**src/rtl/memory_arbiter.sv**
```systemverilog
// Multi-channel write buffer: one FIFO per producer, round-robin drain into a single memory port.
// Optional sticky drop flags are built when MEM_ARB_OVERFLOW_EN is defined.
module memory_arbiter #(
    parameter int N     = 32,
    parameter int CH    = 4,
    parameter int DEPTH = 4
) (
    input  logic                   clk,
    input  logic                   reset,
    input  logic [CH-1:0]          store,
    input  logic [CH*N-1:0]        data,
    input  logic                   mem_ready,
    output logic                   write,
    output logic [$clog2(CH)-1:0]  sel,
    output logic [N-1:0]           wdata,
    output logic [CH-1:0]          full,
    output logic [CH-1:0]          overflow
);

    localparam int SW = $clog2(CH);
    localparam int PW = $clog2(DEPTH);
    localparam int CW = PW + 1;

    logic [N-1:0]  mem    [CH][DEPTH];
    logic [PW-1:0] rd_ptr [CH];
    logic [PW-1:0] wr_ptr [CH];
    logic [CW-1:0] count  [CH];
    logic [SW-1:0] last;

    logic          gnt_valid;
    logic [SW-1:0] gnt_idx;
    logic [SW-1:0] cand;
    logic [CH-1:0] push_ok;
    logic [CH-1:0] pop_ch;

    always_comb begin
        for (int i = 0; i < CH; i++) begin
            full[i] = (count[i] == CW'(DEPTH));
        end
    end

    // Round-robin search starting just after the last granted channel.
    always_comb begin
        gnt_valid = 1'b0;
        gnt_idx   = '0;
        cand      = '0;
        for (int k = 1; k <= CH; k++) begin
            cand = SW'((int'(last) + k) % CH);
            if (!gnt_valid && mem_ready && count[cand] != '0) begin
                gnt_valid = 1'b1;
                gnt_idx   = cand;
            end
        end
    end

    // A full channel drops its push even if it is being popped on the same edge.
    always_comb begin
        push_ok = '0;
        pop_ch  = '0;
        for (int i = 0; i < CH; i++) begin
            push_ok[i] = store[i] && !full[i];
            pop_ch[i]  = gnt_valid && (gnt_idx == SW'(i));
        end
    end

    always_ff @(posedge clk) begin
        for (int i = 0; i < CH; i++) begin
            if (push_ok[i]) begin
                mem[i][wr_ptr[i]] <= data[i*N +: N];
            end
        end
    end

    always_ff @(posedge clk or negedge reset) begin
        if (!reset) begin
            for (int i = 0; i < CH; i++) begin
                count[i]  <= '0;
                rd_ptr[i] <= '0;
                wr_ptr[i] <= '0;
            end
        end else begin
            for (int i = 0; i < CH; i++) begin
                if (push_ok[i]) begin
                    wr_ptr[i] <= wr_ptr[i] + PW'(1);
                end
                if (pop_ch[i]) begin
                    rd_ptr[i] <= rd_ptr[i] + PW'(1);
                end
                count[i] <= count[i] + CW'(push_ok[i]) - CW'(pop_ch[i]);
            end
        end
    end

    always_ff @(posedge clk or negedge reset) begin
        if (!reset) begin
            last  <= SW'(CH - 1);
            write <= 1'b0;
            sel   <= '0;
            wdata <= '0;
        end else if (gnt_valid) begin
            last  <= gnt_idx;
            write <= 1'b1;
            sel   <= gnt_idx;
            wdata <= mem[gnt_idx][rd_ptr[gnt_idx]];
        end else begin
            write <= 1'b0;
        end
    end

`ifdef MEM_ARB_OVERFLOW_EN
    logic [CH-1:0] overflow_q;

    always_ff @(posedge clk or negedge reset) begin
        if (!reset) begin
            overflow_q <= '0;
        end else begin
            overflow_q <= overflow_q | (store & full);
        end
    end

    assign overflow = overflow_q;
`else
    assign overflow = '0;
`endif

endmodule

```
**config.mk**
```make
export PLATFORM = sky130hd
export DESIGN_NAME = memory_arbiter
export DESIGN_NICKNAME = d
export VERILOG_FILES = /design/src/rtl/memory_arbiter.sv
export SDC_FILE = /design/constraint.sdc
export NUM_CORES = 1
export LEC_CHECK = 0
export BUFFER_PORTS_ARGS = -buffer_cell sky130_fd_sc_hd__buf_4
export CAP_MARGIN = 15
export CORE_MARGIN = 2
export CORE_UTILIZATION = 60
export CTS_CLUSTER_SIZE = 14
export DETAILED_ROUTE_END_ITERATION = 6
export MAX_ROUTING_LAYER = met4
export PLACE_DENSITY = 0.86
export SLEW_MARGIN = 30
export SYNTH_ARGS = -nofsm -noshare
export SYNTH_HDL_FRONTEND = slang
export SYNTH_SLANG_ARGS = --single-unit
```
**constraint.sdc**
```tcl
create_clock -name clk -period 4.7 [get_ports clk]
set_input_delay 1.175 -clock clk [delete_from_list [all_inputs] [get_ports clk]]
set_output_delay 1.175 -clock clk [all_outputs]
set_load 0.005 [all_outputs]
```
==> out/results.ini, run 1 <==
[floorplan]
fp.dieW_microns = 200
dieArea_sq_mm = 0.0401
boundaryPins = 178
start_util_pct = 61.1
coreArea_sq_mm = 0.0378
rows = 71
die_h_microns = 200

[power]
vdd_ir_drop_max_mv = 0.750
power_density_mw_per_mm2 = 710
power.total_w = 0.0190
p_leak_nw = 9.84

[worst_setup_path]
crit_arrival_ns = 4.81
worstPathMaxFanout = 64
end_kind = flip-flop
path_class = flip-flop to flip-flop
max_stage_delay_ns = 0.75
worst-path-buf-inv = 1
crit_slowest_cell = dfstp_2
cp_top_family = compound AO/OA/AOI/OAI gates
critPathLaunchType = flip-flop
path_cells = nor4b_2, a22o_1, a211oi_2, and3_1, o311ai_1, and2_2, buf_4, o211ai_1, a21oi_1, or4_1
crit_required_ns = 5.22

[cells_and_area]
layout_common_cells = edfxtp_1 (512), nand2_1 (240), nor2_1 (198), buf_4 (193), mux2i_1 (97)
nets = 1991
final_cell_count_no_fill = 2386
drive_gt1_share_pct = 16.5
layout_commonest_cell = edfxtp_1
syn_to_final_growth_pct = 15.7
final_core_util_pct = 70.7

[placed_design]
dp_cells = 2282
post-dp-hpwl_microns = 33700
dp_slack_ns = 0.305
io_buffers = 173
gp_congestion = 0.857

[hold_path]
hold_path.class = flip-flop to flip-flop

[timing]
finalHoldViolCount = 0
setup_tns_ns = 0
setup_viol = 0
max_freq_mhz = 233
skew_ns = 0.0121
timing.final.ws_setup_ns = 0.410
slew_headroom_pct = 33.0
period_needed_ns = 4.29
fin_crit_sh_pct = 91.3
rsz0062_at_grt = no
maxSlewViolCount = 0
worst_pin_slew_ns = 1.00

[global_route]
antenna_found_initial = 4
overflow = 0
grtUsageTotal_pct = 30.4
grt_pass1_wl_microns = 88300
grt_max_degree = 86
grt_pass1_vias = 15100

[flow_run]
maxCapViolCount = 0

[outcome]
status = complete, no violations

[route]
routedWlPerCell_microns = 25.1
first_iter_violations = 1630
first_pass_iters = 6
ant_nets = 0
vias = 14900
drc = 0
wl_microns = 60000
vias_per_cell = 6.23

[synthesis]
synthSimpleGateAreaFrac_pct = 11.2
synthMuxAreaShare_pct = 4.29
ys.flop_type = edfxtp_1
synthXorXnorAreaFrac_pct = 0.757
synth_seq_cells = 577
async_flop_share_pct = 11.3
ys_seq_area_share_pct = 73.5
synth_compound_area_share_pct = 5.99
syn-cell-area_sq_mm = 0.0231
synth_cells = 1669
synth_adder_area_share_pct = 1.64
synth_cell_type_count = 56
synth_warnings = 0
synth_edf_count = 512
synth_top_family_by_area = simple AND/OR/NAND/NOR gates
avgSynthCellArea_sq_um = 13.9

[clocking]
cts_made_buffers = 54
clk_path_buf_depth = 3
cts.repair.resized = 0
htree_levels = 2
cts_sinks = 577
ctsRootBufferMaster = clkbuf_16
cts.reportedPaths.clkPinSlew_ns = 0.06
cts_tree = done
hold_buffers = 0
post_cts_buffers = 0
clk_latency_ns = 0.59

where the power goes:
group,switching (W),internal [W],total [W]
clock,0.00184,0.00244,0.00428
sequential,0.000527,0.00689,0.00742
combinational,0.00471,0.00258,0.00730
total,0.00708,0.0119,0.0190
Yosys cell counts, types with 2 or more instances:
| master | n | area (sq um) |
|---|---|---|
| a21oi_1 | 65 | 325 |
| nand2_2 | 2 | 12.5 |
| mux2i_1 | 97 | 971 |
| mux2_1 | 2 | 22.5 |
| buf_1 | 7 | 26.3 |
| edfxtp_1 | 512 | 15400 |
| or3_1 | 4 | 25.0 |
| nor3_1 | 6 | 30.0 |
| ha_1 | 24 | 300 |
| nand2_1 | 243 | 912 |
| buf_6 | 6 | 67.6 |
| dfrtp_1 | 63 | 1580 |
| or4_1 | 34 | 255 |
| nor2b_1 | 5 | 31.3 |
| buf_4 | 8 | 60.1 |
| nand4_1 | 2 | 12.5 |
| nor3b_1 | 5 | 37.5 |
| dfstp_2 | 2 | 52.6 |
| nor2_1 | 198 | 743 |
| and2_1 | 19 | 119 |
| o22ai_1 | 32 | 200 |
| inv_1 | 27 | 101 |
| clkbuf_1 | 56 | 210 |
| nor4_1 | 3 | 18.8 |
| o211ai_1 | 66 | 495 |
| nand2b_1 | 2 | 12.5 |
| and3_1 | 2 | 12.5 |
| buf_2 | 25 | 125 |
| a21o_1 | 3 | 22.5 |
| o21ai_0 | 38 | 190 |
| nand3_1 | 65 | 325 |
| xnor2_1 | 16 | 140 |
| xor2_1 | 4 | 35.0 |
| fa_1 | 4 | 80.1 |
state kept, by name, summed over array words and instances, names as in the netlist:
signal,flops
mem,512
wdata,32
count,12
rd_ptr,8
wr_ptr,8
last,2
sel,2
write,1
worst min-delay path, cell delays in order, from the launching register on:
cell and delay [ns]:
dfrtp_1 0.35, nand2_1 0.05, nand2_1 0.06
per-stage QoR:
step	hold slack [ns]	cell area [sq um]
finish	0.497	26800
detailed placement	0.481	25000
CTS	0.496	26700
floorplan	0.459	23100
global placement	0.464	25000
global route	0.509	26800
per-layer routing:
| metal | track usage [%] | vias to the layer above | routed length [microns] |
|---|---|---|---|
| met4 | 12.9 | 0 | 2280 |
| met1 | 37.2 | 7192 | 21200 |
| met5 | - | - | 0 |
| met3 | 5.96 | 197 | 6140 |
| li1 | - | 6407 | - |
| met2 | 49.8 | 1065 | 30300 |
area by class of cell:
cell class	instances	area [sq um]
antenna	4	10.0
clock buffer	76	1500
clock inverter	23	230
fill	2407	11100
inverter	27	101
multi-input combinational	966	5650
sequential	577	17000
tap	511	639
timing repair buffer	202	1640
kinds of logic (layout without fill, tap and decap cells):
group	after synthesis	after routing
simple gates	595	595
flops	577	577
compound gates	220	220
buf+inv	129	328
mux	99	99
fa+ha+maj	28	28
xor+xnor	20	20
other cells	1	8
final timing paths:
| kind | cells past startpoint | to | start | slack, ns |
|---|---|---|---|---|
| min in group asynchronous | 1 | wdata[28] | reset | 0.62 |
| worst max register to register | 10 | wdata[22] | last[0] | 0.41 |
| max in group asynchronous | 2 | last[1] | reset | 3.16 |
| worst min-delay path | 2 | sel[0] | sel[0] | 0.50 |
| worst max-delay path | 10 | wdata[22] | last[0] | 0.41 |
| worst min register to register | 2 | sel[0] | sel[0] | 0.50 |
Power figures use the tool's default switching activity.
==> inputs of run 2 (changes only) <==
--- a/config.mk
+++ b/config.mk
@@ -9,6 +9,7 @@
 export CAP_MARGIN = 15
 export CORE_MARGIN = 2
 export CORE_UTILIZATION = 60
+export CTS_BUF_LIST = sky130_fd_sc_hd__clkbuf_16
 export CTS_CLUSTER_SIZE = 14
 export DETAILED_ROUTE_END_ITERATION = 6
 export MAX_ROUTING_LAYER = met4
==> run 2 against run 1 <==
Effect of this change:
- flip-flop and latch count unchanged
- routed wire length down 0.35%
- sequential power about the same
- register-to-register slack better by 0.06 ns
- first-iteration DRC count up 9.8%
- die area unchanged
- maximum frequency up 1.5%
- sequential share of layout area up 0.095 points
- hold slack better by 0.00085 ns
- total power down 0.54%
- core utilization down 0.11 points
- largest power group unchanged
==> out/results.ini, run 2 (synthesized netlist as in run 1, its figures left out) <==
[hold_path]
hold_path.class = flip-flop to flip-flop  ; unchanged

[timing]
maxSlewViolCount = 0  ; unchanged
rsz0062_at_grt = no  ; unchanged
setup_viol = 0  ; unchanged
skew_ns = 0.00966  ; was 0.0121 ns
slew_headroom_pct = 35.1  ; was 33.0%
max_freq_mhz = 237  ; was 233 MHz
setup_tns_ns = 0  ; unchanged
fin_crit_sh_pct = 89.9  ; was 91.3%
period_needed_ns = 4.23  ; was 4.29 ns
finalHoldViolCount = 0  ; unchanged
worst_pin_slew_ns = 0.973  ; was 1.00 ns

[cells_and_area]
nets = 1991  ; unchanged
layout_commonest_cell = edfxtp_1  ; unchanged
layout_common_cells = edfxtp_1 (512), nand2_1 (240), nor2_1 (198), buf_4 (193), mux2i_1 (97)  ; unchanged
largest_reg_flops = 512  ; unchanged
syn_to_final_growth_pct = 15.5  ; was 15.7%
drive_gt1_share_pct = 16.3  ; was 16.5%

[clocking]
cts.reportedPaths.clkPinSlew_ns = 0.06  ; about the same
post_cts_buffers = 0  ; unchanged
cts_sinks = 577  ; unchanged
cts_made_buffers = 54  ; unchanged
ctsRootBufferMaster = clkbuf_16  ; unchanged
cts_tree = done  ; unchanged
htree_levels = 2  ; unchanged
clk_latency_ns = 0.59  ; about the same
cts.repair.resized = 0  ; unchanged
hold_buffers = 0  ; unchanged
clk_path_buf_depth = 3  ; unchanged

[global_route]
overflow = 0  ; unchanged
antenna_found_initial = 4  ; unchanged
grtUsageTotal_pct = 30.3  ; was 30.4%
grt_pass1_vias = 15100  ; about the same
grt_pass1_wl_microns = 88300  ; about the same
grt_max_degree = 86  ; unchanged

[placed_design]
gp_congestion = 0.857  ; unchanged
io_buffers = 173  ; unchanged
post-dp-hpwl_microns = 33700  ; unchanged

[route]
topRoutingLayerUsed = met4  ; unchanged
first_pass_iters = 6  ; unchanged
ant_nets = 0  ; unchanged
drc = 0  ; unchanged
vias_per_cell = 6.27  ; was 6.23
wl_met1_microns = 21100  ; was 21200 microns
wl_met3_microns = 6450  ; was 6140 microns
wl_met2_microns = 29600  ; was 30300 microns
vias = 15000  ; was 14900
first_iter_violations = 1789  ; was 1630
wl_microns = 59800  ; was 60000 microns
routedWlPerCell_microns = 25.0  ; was 25.1 microns

[worst_setup_path]
crit_arrival_ns = 4.75  ; was 4.81 ns
end_kind = flip-flop  ; unchanged
critPathLaunchType = flip-flop  ; unchanged
path_class = flip-flop to flip-flop  ; unchanged
worstPathMaxFanout = 64  ; unchanged
crit_required_ns = 5.22  ; about the same

[floorplan]
die_h_microns = 200  ; unchanged
fp.dieW_microns = 200  ; unchanged
coreArea_sq_mm = 0.0378  ; unchanged
dieArea_sq_mm = 0.0401  ; unchanged
start_util_pct = 61.1  ; unchanged
rows = 71  ; unchanged
boundaryPins = 178  ; unchanged

[power]
power_density_mw_per_mm2 = 707  ; was 710 mW/mm^2
p_leak_nw = 9.89  ; was 9.84 nW
vdd_ir_drop_max_mv = 0.755  ; was 0.750 mV
power.total_w = 0.0189  ; was 0.0190 W

[flow_run]
maxCapViolCount = 0  ; unchanged

[outcome]
status = complete, no violations  ; unchanged

-- run 2: cell count changes in the layout (fill, tap and decap cells not counted) --
cell	delta
clkbuf_1	-17
inv_1	+17
clkbuf_8	-4
clkinv_1	+4
-- run 2: critical path: stages, from the launching register on --
cell,delay [ns]
dfstp_2,0.76
nor4b_2,0.54
a22o_1,0.31
a211oi_2,0.14
and3_1,0.19
o311ai_1,0.60
and2_2,0.25
buf_4,0.69
o211ai_1,0.22
a21oi_1,0.24
or4_1,0.16
-- run 2: per-stage QoR --
step                      hold slack, ns  setup slack (ns)  instance area (sq um)  utilization (%)  std cells
after floorplan                    0.459              1.02                  23100                -       1672
after global placement             0.464             0.447                  25000             66.0       2282
after detailed placement           0.481             0.305                  25000             66.1       2282
after CTS                          0.496             0.444                  26700             70.5       2381
after global routing               0.509             0.262                  26700             70.6       2386
final                              0.497             0.473                  26700             70.6       2386
-- run 2: power by group --
group	leakage [nW]	internal [W]	total (W)	switching, W
clock	0.888	0.00233	0.00418	0.00184
combinational	3.53	0.00258	0.00730	0.00471
sequential	5.47	0.00689	0.00742	0.000528
-- run 2: path summary, 6_finish.rpt --
path,startpoint,slack [ns],cells past startpoint,endpoint
worst min-delay path,sel[0],0.50,2,sel[0]
worst max register to register,last[0],0.47,10,wdata[22]
min in group asynchronous,reset,0.63,1,wdata[5]
worst min register to register,sel[0],0.50,2,sel[0]
worst max-delay path,last[0],0.47,10,wdata[22]
max in group asynchronous,reset,3.17,2,last[1]
-- run 2: routing by layer --
layer | up-vias | global-route usage [%]
li1 | 6407 | -
met1 | 7283 | 37.1
met2 | 1083 | 49.4
met3 | 188 | 5.99
met4 | 0 | 13.6
met5 | - | -
-- run 2: layout make-up --
class / instances / area (sq um)
Multi-Input combinational cell: 966 / 5650
Inverter: 27 / 101
Antenna cell: 4 / 10.0
Timing Repair Buffer: 202 / 1640
Clock inverter: 44 / 309
Fill cell: 2411 / 11100
Sequential cell: 577 / 17000
Clock buffer: 55 / 1380
Tap cell: 511 / 639
